==> config.mk <==
export PLATFORM = sky130hd
export DESIGN_NAME = pio_sm_ctrl_flat
export DESIGN_NICKNAME = d
export VERILOG_FILES = /design/src/rtl/pio_sm_ctrl_pkg.sv /design/src/rtl/pio_sm_ctrl_if.sv /design/src/rtl/pio_sm_ctrl_clkdiv.sv /design/src/rtl/pio_sm_ctrl.sv /design/src/flat_wrapper.sv
export SDC_FILE = /design/constraint.sdc
export NUM_CORES = 1
export LEC_CHECK = 0
export ABC_AREA = 0
export CORE_AREA = 2 2 153 155
export CTS_CLUSTER_DIAMETER = 80
export CTS_CLUSTER_SIZE = 14
export DETAILED_ROUTE_END_ITERATION = 7
export DIE_AREA = 0 0 155 157
export DONT_BUFFER_PORTS = 1
export HOLD_SLACK_MARGIN = 0.08
export PLACE_DENSITY = 0.76
export SYNTH_ARGS = -nofsm -noshare
export SYNTH_HDL_FRONTEND = slang
export SYNTH_SLANG_ARGS = --single-unit
==> constraint.sdc <==
create_clock -name clk -period 11.3 [get_ports clk]
set_input_delay 3.39 -clock clk [delete_from_list [all_inputs] [get_ports clk]]
set_output_delay 3.39 -clock clk [all_outputs]
set_load 0.005 [all_outputs]
==> src/rtl/pio_sm_ctrl_pkg.sv <==
// pio_ctrl_pkg: address map, CTRL field positions and reset constants
// shared by the PIO SM control block and its clock divider.
package pio_ctrl_pkg;

    localparam logic [3:0] ADDR_CTRL    = 4'h0;
    localparam logic [3:0] ADDR_CLKDIV0 = 4'h1;
    localparam logic [3:0] ADDR_INSTR0  = 4'h5;

    localparam int CTRL_EN_LSB     = 0;
    localparam int CTRL_RST_LSB    = 4;
    localparam int CTRL_DIVRST_LSB = 8;

    localparam logic [31:0] CLKDIV_RESET = 32'h0001_0000;

    // INT==0 encodes the maximum divisor of 65536
    function automatic logic [16:0] div_reload(input logic [15:0] int_div);
        return (int_div == 16'd0) ? 17'h1_0000 : {1'b0, int_div};
    endfunction

endpackage

==> src/rtl/pio_sm_ctrl_if.sv <==
// pio_sm_ctrl_if: register bus between the host and the PIO SM control
// block. master drives address/strobes/data, slave returns read data.
interface pio_sm_ctrl_if;

    logic [3:0]  bus_addr;
    logic        bus_wr;
    logic        bus_rd;
    logic [31:0] bus_wdata;
    logic [31:0] bus_rdata;

    modport master (
        output bus_addr, bus_wr, bus_rd, bus_wdata,
        input  bus_rdata
    );

    modport slave (
        input  bus_addr, bus_wr, bus_rd, bus_wdata,
        output bus_rdata
    );

endinterface

==> src/rtl/pio_sm_ctrl_clkdiv.sv <==
// pio_clkdiv: per-SM fractional clock divider producing the penable strobe.
// Fractional accumulation is built only when PIO_CLKDIV_FRAC_EN is defined.
module pio_clkdiv (
    input  logic        clk,
    input  logic        reset,
    input  logic        en,
    input  logic        restart,
    input  logic [15:0] int_div,
    input  logic [7:0]  frac_div,
    output logic        penable
);
    import pio_ctrl_pkg::*;

    logic [16:0] r_cnt;

`ifdef PIO_CLKDIV_FRAC_EN
    logic [7:0] r_acc;
    logic [8:0] w_sum;

    assign w_sum = {1'b0, r_acc} + {1'b0, frac_div};

    // count down; on reload add the fractional carry to the period
    always_ff @(posedge clk or posedge reset) begin
        if (reset) begin
            r_cnt <= 17'd1;
            r_acc <= 8'd0;
        end else if (restart || !en) begin
            r_cnt <= 17'd1;
            r_acc <= 8'd0;
        end else if (r_cnt == 17'd1) begin
            r_acc <= w_sum[7:0];
            r_cnt <= div_reload(int_div) + {16'd0, w_sum[8]};
        end else begin
            r_cnt <= r_cnt - 17'd1;
        end
    end
`else
    logic w_unused_frac;

    assign w_unused_frac = ^frac_div;

    // pure integer countdown, reloaded with the divisor
    always_ff @(posedge clk or posedge reset) begin
        if (reset) begin
            r_cnt <= 17'd1;
        end else if (restart || !en) begin
            r_cnt <= 17'd1;
        end else if (r_cnt == 17'd1) begin
            r_cnt <= div_reload(int_div);
        end else begin
            r_cnt <= r_cnt - 17'd1;
        end
    end
`endif

    assign penable = en && (r_cnt == 17'd1);

endmodule

==> src/rtl/pio_sm_ctrl.sv <==
// pio_sm_ctrl: CTRL/CLKDIV/INSTR registers and enable/restart/penable/
// forced-instruction generation per SM. Macro: PIO_CLKDIV_FRAC_EN.
module pio_sm_ctrl #(
    parameter int NUM_SM = 4
) (
    input  logic                 clk,
    input  logic                 reset,
    pio_sm_ctrl_if.slave         bus,
    output logic [NUM_SM-1:0]    sm_enable,
    output logic [NUM_SM-1:0]    sm_restart,
    output logic [NUM_SM-1:0]    penable,
    output logic [NUM_SM-1:0]    exec_force,
    output logic [16*NUM_SM-1:0] exec_instr
);
    import pio_ctrl_pkg::*;

    logic [NUM_SM-1:0]    r_sm_enable;
    logic [NUM_SM-1:0]    r_sm_restart;
    logic [NUM_SM-1:0]    r_exec_force;
    logic [16*NUM_SM-1:0] r_exec_instr;
    logic [15:0]          r_clkdiv_int [NUM_SM];
`ifdef PIO_CLKDIV_FRAC_EN
    logic [7:0]           r_clkdiv_frac [NUM_SM];
`endif
    logic [31:0]          r_rdata;
    logic [31:0]          w_rdata;
    logic                 w_ctrl_wr;
    logic [NUM_SM-1:0]    w_div_restart;

    assign w_ctrl_wr = bus.bus_wr && (bus.bus_addr == ADDR_CTRL);

    // counter restart acts on the write edge itself
    assign w_div_restart = w_ctrl_wr ?
        bus.bus_wdata[CTRL_DIVRST_LSB +: NUM_SM] : '0;

    // register writes, one-cycle pulses and registered read data
    always_ff @(posedge clk or posedge reset) begin
        if (reset) begin
            r_sm_enable  <= '0;
            r_sm_restart <= '0;
            r_exec_force <= '0;
            r_exec_instr <= '0;
            r_rdata      <= '0;
            for (int i = 0; i < NUM_SM; i++) begin
                r_clkdiv_int[i]  <= CLKDIV_RESET[31:16];
`ifdef PIO_CLKDIV_FRAC_EN
                r_clkdiv_frac[i] <= CLKDIV_RESET[15:8];
`endif
            end
        end else begin
            r_sm_restart <= '0;
            r_exec_force <= '0;
            if (w_ctrl_wr) begin
                r_sm_enable  <= bus.bus_wdata[CTRL_EN_LSB +: NUM_SM];
                r_sm_restart <= bus.bus_wdata[CTRL_RST_LSB +: NUM_SM];
            end
            if (bus.bus_wr) begin
                for (int i = 0; i < NUM_SM; i++) begin
                    if (bus.bus_addr == ADDR_CLKDIV0 + 4'(i)) begin
                        r_clkdiv_int[i]  <= bus.bus_wdata[31:16];
`ifdef PIO_CLKDIV_FRAC_EN
                        r_clkdiv_frac[i] <= bus.bus_wdata[15:8];
`endif
                    end
                    if (bus.bus_addr == ADDR_INSTR0 + 4'(i)) begin
                        r_exec_instr[16*i +: 16] <= bus.bus_wdata[15:0];
                        r_exec_force[i]          <= 1'b1;
                    end
                end
            end
            if (bus.bus_rd) begin
                r_rdata <= w_rdata;
            end
        end
    end

    // read mux over current register values (old value on same-cycle write)
    always_comb begin
        w_rdata = '0;
        if (bus.bus_addr == ADDR_CTRL) begin
            w_rdata[CTRL_EN_LSB +: NUM_SM] = r_sm_enable;
        end
        for (int i = 0; i < NUM_SM; i++) begin
            if (bus.bus_addr == ADDR_CLKDIV0 + 4'(i)) begin
`ifdef PIO_CLKDIV_FRAC_EN
                w_rdata = {r_clkdiv_int[i], r_clkdiv_frac[i], 8'h00};
`else
                w_rdata = {r_clkdiv_int[i], 16'h0000};
`endif
            end
            if (bus.bus_addr == ADDR_INSTR0 + 4'(i)) begin
                w_rdata = {16'h0000, r_exec_instr[16*i +: 16]};
            end
        end
    end

    for (genvar g = 0; g < NUM_SM; g++) begin : g_div
        logic [7:0] w_frac;
`ifdef PIO_CLKDIV_FRAC_EN
        assign w_frac = r_clkdiv_frac[g];
`else
        assign w_frac = 8'h00;
`endif
        pio_clkdiv u_div (
            .clk      (clk),
            .reset    (reset),
            .en       (r_sm_enable[g]),
            .restart  (w_div_restart[g]),
            .int_div  (r_clkdiv_int[g]),
            .frac_div (w_frac),
            .penable  (penable[g])
        );
    end

    assign bus.bus_rdata = r_rdata;
    assign sm_enable     = r_sm_enable;
    assign sm_restart    = r_sm_restart;
    assign exec_force    = r_exec_force;
    assign exec_instr    = r_exec_instr;

endmodule

==> src/flat_wrapper.sv <==
// flat-port wrapper written by rule: the top's interface ports become plain ports
module pio_sm_ctrl_flat import pio_ctrl_pkg::*;
#(
    parameter int NUM_SM = 4
)
  (clk, reset, sm_enable, sm_restart, penable, exec_force, exec_instr, bus_bus_addr, bus_bus_wr, bus_bus_rd, bus_bus_wdata, bus_bus_rdata);
  pio_sm_ctrl_if bus_i ();
  input  logic clk;
  input  logic reset;
  output logic [NUM_SM-1:0] sm_enable;
  output logic [NUM_SM-1:0] sm_restart;
  output logic [NUM_SM-1:0] penable;
  output logic [NUM_SM-1:0] exec_force;
  output logic [16*NUM_SM-1:0] exec_instr;
  input wire logic [$bits(bus_i.bus_addr)-1:0] bus_bus_addr;
  input wire logic [$bits(bus_i.bus_wr)-1:0] bus_bus_wr;
  input wire logic [$bits(bus_i.bus_rd)-1:0] bus_bus_rd;
  input wire logic [$bits(bus_i.bus_wdata)-1:0] bus_bus_wdata;
  output wire logic [$bits(bus_i.bus_rdata)-1:0] bus_bus_rdata;
  assign bus_i.bus_addr = bus_bus_addr;
  assign bus_i.bus_wr = bus_bus_wr;
  assign bus_i.bus_rd = bus_bus_rd;
  assign bus_i.bus_wdata = bus_bus_wdata;
  assign bus_bus_rdata = bus_i.bus_rdata;
  pio_sm_ctrl #(.NUM_SM(NUM_SM)) u_core (.clk(clk), .reset(reset), .bus(bus_i), .sm_enable(sm_enable), .sm_restart(sm_restart), .penable(penable), .exec_force(exec_force), .exec_instr(exec_instr));
endmodule
======== Word-level counts from Yosys, hierarchy flattened ========
Index checks and enable logic that the tools add are counted.
operators by class
  order comparisons ....................... 0
  equality and inequality tests ........... 12
  shift-type cells ........................ 0
  divide/modulo/power cells ............... 0
  multiplexer cells ....................... 28
  $add $sub $neg .......................... 4
  multiply operators ...................... 0
  bitwise operators ....................... 0
  reductions and logical operators ........ 26
operators by type and width
  kind                                                                     number
  32-bit two-way mux                                                       8
  17-bit two-way mux                                                       12
  17-bit by 1-bit equality test with 1-bit output (second input constant)  4
  17-bit by 1-bit subtractor with 17-bit output (second input constant)    4
  16-bit logical NOT                                                       4
  4-bit by 3-bit equality test with 1-bit output (second input constant)   4
  4-bit two-way mux                                                        4
  2-bit AND reduction                                                      8
  4-bit by 2-bit equality test with 1-bit output (second input constant)   2
  1-bit logical AND                                                        5
  4-bit by 1-bit equality test with 1-bit output (second input constant)   1
  4-bit equality test (second input constant)                              1
  1-bit logical NOT                                                        4
  4-bit logical NOT                                                        1
  1-bit logical OR                                                         4
  1-bit two-way mux                                                        4
word-level totals
  bits of input ports ..................... 40
  flip-flop bits (word level) ............. 240
  memory bits (writable) .................. 0
  memory bits (read-only) ................. 0
  memories kept ........................... 0
  bits in latches ......................... 0

======== Depth between registers and ports, before layout ========
Gate-level depths: netlist of the first run.
  word-level depth ........................ 10
  gate-level depth with buffers ........... 8
  gate-level depth less buffers ........... 7

======== By module ========
Synthesis of the first run repeated with hierarchy kept, for this count alone.
unflattened totals
  cell total of the unflattened synthesis .. 999
  area, all modules ....................... 11547.3 um2
modules (own cells, without submodules)
  module                                   area each (um2)  times used  cells each
  pio_sm_ctrl                              7168.1           1           523
  pio_clkdiv at u_core.g_div[0].u_div ...  1094.8           2           123
  pio_clkdiv at u_core.g_div[2].u_div ...  1094.8           2           115

======== Worst setup path after synthesis of the first run ========
Ideal clock, no wire load.
  path kind ............................... register -> output
  start ................................... register u_core.g_div[1].u_div.r_cnt[11]
  end ..................................... output port penable[1]
  cell stages (with the launch flop) ...... 8
  slack ................................... 5.786 ns
  data required time ...................... 7.910 ns
  path buffers ............................ 3
  arrival time ............................ 2.124 ns
  cell sequence ........................... dfrtp_1 or4_4 or2_4 or4_4 buf_6 buf_6 nor2_1 buf_4
on the way
  word-level cells in the longest chain between the ends .. 2
ends and longest elaborated chain
  element                                          line                      RTL
  start: declaration                               pio_sm_ctrl_clkdiv.sv:14  logic [16:0] r_cnt;
  start signal: assignment                         pio_sm_ctrl_clkdiv.sv:49  r_cnt <= div_reload(int_div);
  start signal: assignment                         pio_sm_ctrl_clkdiv.sv:51  r_cnt <= r_cnt - 17'd1;
  17-bit by 1-bit equality test with 1-bit output  pio_sm_ctrl_clkdiv.sv:56  assign penable = en && (r_cnt == 17'd1);
  1-bit logical AND                                pio_sm_ctrl_clkdiv.sv:56
  end: declaration                                 flat_wrapper.sv:12        output logic [NUM_SM-1:0] penable;
Every way passes these cells.

======== Worst setup path after layout of the first run ========
Same ends and word-level chain as after synthesis.

==> impl_metrics.tcl, run 1 <==
set metrics [dict create \
    worst_hold_path_type "flip-flop to flip-flop" \
    cts_sinks 240 \
    grt_pass1_wl_mm 45.9 \
    final-setup-viol-count 0 \
    grt_max_degree 154 \
    synth_edf_count 0 \
    placed_cell_area_um2 11300 \
    grt_overflow 0 \
    die_h_um 157 \
    die_x_um 155 \
    final_area_um2 11900 \
    mostFrequentLayoutCells "dfrtp_1, mux2_2, nor2_1" \
    wire_per_inst_um 23.3 \
    cp-end-kind "primary output" \
    fin_crit_ns 6.20 \
    synth.top_cell.area_share 0.518 \
    async_reset_ff_frac 1.00 \
    dp_slack_ns 5.33 \
    viasPerCell 6.34 \
    clock_latency_ns 0.50 \
    synth_largest_area_cell "dfrtp_1" \
    cp_cell_sequence "or4_4 > or2_4 > or4_4 > nor2_1" \
    fmax_ghz 0.161 \
    worst_hold_slack_ns 0.540 \
    fp.dieArea_um2 24300 \
    route.detailed.drc 0 \
    crit_type "flip-flop to primary output" \
    dr_total_vias 7909 \
    synth_seq_cells 240 \
    tns_ns 0 \
    cp_data_required_time_ns 7.91 \
    leakagePower_nw 5.10 \
    diodes 0 \
    fin_nets 997 \
    yosysWarnings 0 \
    syn_area_um2 11200 \
    final_cells 1248 \
    synthTopCellsByArea "dfrtp_1, mux2_2, nor2_1, a211oi_1, nor4_1" \
    core_area_um2 22500 \
    relSlewSlack 0.206 \
    yosysSeqAreaShare 0.537 \
    cts.repair.resized 0 \
    area_delta_synth_final_pct 6.47 \
    critPathLaunchType "flip-flop" \
    rsz0062_at_grt "false" \
    pin_count 152 \
    crit_family "simple AND/OR/NAND/NOR gates" \
    synth_area_per_cell_um2 11.4 \
    outcome "complete, no violations" \
    drive_gt1_frac 0.191 \
    max_stage_delay_ns 0.71 \
    setup_slack_ns 5.10 \
    crit_path_frequent_cell "or4_4" \
    finalClockSkew_ns 0.0124 \
    drt_iter0_markers 621 \
    cp.arrival_ns 2.81 \
    cts.clk_slew.worst_paths_ns 0.06 \
    synth_cell_types 56 \
    p_per_area_nw_per_um2 242 \
    start_util 0.498 \
    cts_buffer_depth 3 \
    postSynthCellCount 984 \
    antenna_found_initial 0 \
    place_inst 1211 \
    maxCapViolations 0 \
    place_hpwl_mm 20.3 \
    grt_pass1_vias 8059 \
    grt_usage 0.240 \
    path_buf_inv 0 \
    cts_tree "yes" \
    cts_root_buf "clkbuf_16" \
    numPortBuffers 0 \
    rrSetupSlack_ns 8.49 \
    slowest_stage "or4_4" \
    tightestPinTransition_ns 1.19 \
    total_power_mw 2.88 \
    hold_viol_final 0 \
    htree_levels 1 \
    postCtsSetupBuffers 0 \
    routed_wl_mm 29.1 \
    finish.utilization 0.530 \
    hold_buffers 0 \
    vdd_drop_max_v 0.000155 \
    numCtsBuffers 21 \
    firstDrtPassIters 5 \
    post-route-period-util 0.548 \
    maxSlewViolCount 0 \
    synthFlopType "dfrtp_1" \
    cp_max_fo 32 \
    syn_nets 1032 \
    final_common_cell "dfrtp_1" \
    gp_congestion 0.844 \
    ant_nets 0 \
    num_rows 55 \
]
## path summary, 6_finish.rpt
| path | depth (start not counted) | startpoint | endpoint |
|---|---|---|---|
| max | 4 | u_core.g_div[1].u_div.r_cnt[11] | penable[1] |
| min | 1 | u_core.bus.bus_rdata[19] | u_core.bus.bus_rdata[19] |
| max reg2reg | 5 | u_core.g_div[2].u_div.r_cnt[11] | u_core.g_div[2].u_div.r_cnt[0] |
| min reg2reg | 1 | u_core.bus.bus_rdata[19] | u_core.bus.bus_rdata[19] |
| max in group asynchronous | 2 | reset | u_core.exec_instr[60] |
| min in group asynchronous | 1 | reset | u_core.exec_force[3] |
## registers in the layout, indices dropped and copies added (netlist names)
signal and flops:
u_core.sm_restart 4, u_core.r_clkdiv_int 64, u_core.sm_enable 4, u_core.exec_force 4
u_core.bus.bus_rdata 32, u_core.exec_instr 64, u_core.g_div.u_div.r_cnt 68
## power by group
part           leakage, nW  total (mW)  internal [mW]  switching (mW)
Sequential            3.04        1.34           1.08           0.256
Clock                0.287       0.665          0.352           0.313
Combinational         1.77       0.881          0.397           0.483
Total                 5.10        2.88           1.83            1.05
## worst register-to-register path, stage by stage, from the launching register on
cell and delay, ns:
dfrtp_1 0.41, nor4_1 0.64, nand2_1 0.22, or3_1 0.83
or2_2 0.47, a21o_1 0.18
## layout make-up
| class | instances | area [µm²] |
|---|---|---|
| Clock buffer | 35 | 578 |
| Inverter | 20 | 82.6 |
| Sequential cell | 240 | 6020 |
| Tap cell | 285 | 357 |
| Multi-Input combinational cell | 661 | 4830 |
| Timing Repair Buffer | 5 | 37.5 |
| Fill cell | 1903 | 10600 |
| Clock inverter | 2 | 25.0 |
## cell families after synthesis
kind of cell | count (synthesis) | share of synthesized area
fa+ha+maj | 8 | 0.00894
flops | 240 | 0.537
simple gates | 281 | 0.128
compound gates | 185 | 0.116
xor+xnor | 52 | 0.0407
mux | 135 | 0.135
buf+inv | 83 | 0.0340
## cells in the mapped netlist, types with 14 or more instances
cell      number
clkbuf_1      44
a211oi_1      52
inv_1         19
dfrtp_1      232
xor2_1        26
nand2_1       33
a21oi_1       43
a22oi_1       30
mux2_2       131
a221o_1       14
nor4_1        41
nor2_1       108
a31oi_1       14
xnor2_1       26
nor3_1        22
## routing by layer
| metal | routed length [µm] | GRT usage | vias to the layer above | part of all wire |
|---|---|---|---|---|
| li1 | - | - | 3532 | - |
| met1 | 11800 | 0.327 | 3969 | 0.41 |
| met2 | 13400 | 0.384 | 369 | 0.46 |
| met3 | 3210 | 0.0699 | 39 | 0.11 |
| met4 | 602 | 0.0534 | 0 | 0.021 |
| met5 | 0 | 0 | - | 0 |
Note: power is estimated with default switching activity, not from simulation.
==> run 2, diff against run 1 <==
- clock period: 11.3 -> 5.75 ns (I/O delays scaled with it)
==> run 2 against run 1 <==
  * Flip-flop and latch count unchanged
  * Total power up 97%
  * Sequential power up 96%
  * Wire length down 0.49%
  * Register-to-register slack worse by 5.4 ns
  * Count of clock-buffer cells in the layout down 3
  * Core utilization up 0.19 points
  * Critical endpoint unchanged
  * Clock power up 100%
  * Non-clock buffer count up 3
  * Sequential share of layout area down 0.18 points
  * Combinational power up 94%
  * Worst hold slack about the same
==> impl_metrics.tcl, run 2 (synthesized netlist as in run 1, its figures left out) <==
set metrics [dict create \
    outcome "complete, no violations" \
    cp_data_required_time_ns 4.03 \
    cts_tree "yes" \
    dp_slack_ns 1.65 \
    rsz0062_at_grt "false" \
    critPathLaunchType "flip-flop" \
    cts_sinks 240 \
    ant_nets 0 \
    finalClockSkew_ns 0.0109 \
    tns_ns 0 \
    slowest_stage "or4_4" \
    postCtsSetupBuffers 0 \
    grt_overflow 0 \
    numCtsBuffers 21 \
    hold_buffers 0 \
    routed_wl_mm 28.9 \
    die_x_um 155 \
    hold_viol_final 0 \
    nFillCells 1931 \
    start_util 0.498 \
    leakagePower_nw 5.12 \
    clock_latency_ns 0.51 \
    largest_register "u_core.g_div.u_div.r_cnt" \
    area_delta_synth_final_pct 6.85 \
    firstDrtPassIters 5 \
    cp.arrival_ns 2.74 \
    maxSlewViolCount 0 \
    maxCapViolations 0 \
    wire_per_inst_um 23.1 \
    numPortBuffers 0 \
    cts_root_buf "clkbuf_16" \
    antenna_found_initial 0 \
    max_stage_delay_ns 0.71 \
    viasPerCell 6.40 \
    cp_max_fo 32 \
    grt_max_degree 171 \
    grt_pass1_wl_mm 46.0 \
    final-setup-viol-count 0 \
    fin_nets 1000 \
    core_area_um2 22500 \
    post-route-period-util 0.776 \
    num_rows 55 \
    dr_total_vias 7992 \
    mostFrequentLayoutCells "dfrtp_1, mux2_2, nor2_1" \
    largest_register_ff_count 68 \
    crit_path_frequent_cell "or4_4" \
    cts.repair.resized 0 \
    route.detailed.drc 0 \
    worst_hold_slack_ns 0.541 \
    final_cells 1249 \
    gp_congestion 0.862 \
    crit_family "simple AND/OR/NAND/NOR gates" \
    cp_cell_sequence "or4_4 > or2_4 > or4_4 > nor2_1" \
    final_area_um2 12000 \
    final_common_cell "dfrtp_1" \
    p_per_area_nw_per_um2 474 \
    relSlewSlack 0.253 \
    crit_type "flip-flop to primary output" \
    finish.utilization 0.532 \
    pin_count 152 \
    worst_hold_path_type "flip-flop to flip-flop" \
    path_buf_inv 0 \
    place_inst 1214 \
    fp.dieArea_um2 24300 \
    diodes 0 \
    tightestPinTransition_ns 1.12 \
    placed_cell_area_um2 11400 \
    cts_buffer_depth 3 \
    die_h_um 157 \
    drive_gt1_frac 0.195 \
    fmax_ghz 0.224 \
    vdd_drop_max_v 0.000296 \
    fin_crit_ns 4.46 \
    setup_slack_ns 1.29 \
    drt_iter0_markers 577 \
    cts.clk_slew.worst_paths_ns 0.07 \
    cp-end-kind "primary output" \
    htree_levels 1 \
    place_hpwl_mm 20.3 \
    grt_usage 0.242 \
    grt_pass1_vias 8133 \
    total_power_mw 5.68 \
]
run 2: changes by cell type in the layout (fill, tap and decap cells not counted):
cell	change
buf_12	+1
buf_4	+2
bufinv_16	+1
clkbuf_1	-3
clkinv_8	-1
clkinvlp_4	+1
inv_6	+1
inv_8	-1
run 2: cell type report:
class	count	area [µm²]	area share
Clock inverter	3	47.5	0.00397
Clock buffer	32	567	0.0474
Timing Repair Buffer	8	72.6	0.00606
Inverter	20	78.8	0.00659
Tap cell	285	357	0.0298
Multi-Input combinational cell	661	4830	0.404
Sequential cell	240	6020	0.503
run 2: path summary, 6_finish.rpt:
path                                                  from                             end  slack (ns)  cells past startpoint
min in group asynchronous                            reset           u_core.exec_instr[55]        1.15                      1
setup / recovery           u_core.g_div[1].u_div.r_cnt[11]                      penable[1]        1.29                      4
hold reg to reg                   u_core.bus.bus_rdata[22]        u_core.bus.bus_rdata[22]        0.54                      1
setup reg to reg            u_core.g_div[2].u_div.r_cnt[9]  u_core.g_div[2].u_div.r_cnt[0]        3.08                      5
max in group asynchronous                            reset  u_core.g_div[2].u_div.r_cnt[2]        3.36                      2
hold / removal                    u_core.bus.bus_rdata[22]        u_core.bus.bus_rdata[22]        0.54                      1
run 2: metal layers:
metal / wire (µm) / share of wire / global-route usage
met5: 0 / 0 / 0
met4: 604 / 0.021 / 0.0613
met2: 13300 / 0.46 / 0.382
met1: 11800 / 0.41 / 0.324
met3: 3220 / 0.11 / 0.0804
run 2: power breakdown:
group	leakage [nW]	internal, mW	switching (mW)
logic	1.78	0.783	0.929
clock network	0.295	0.727	0.612
registers	3.04	2.12	0.502
total	5.12	3.63	2.04
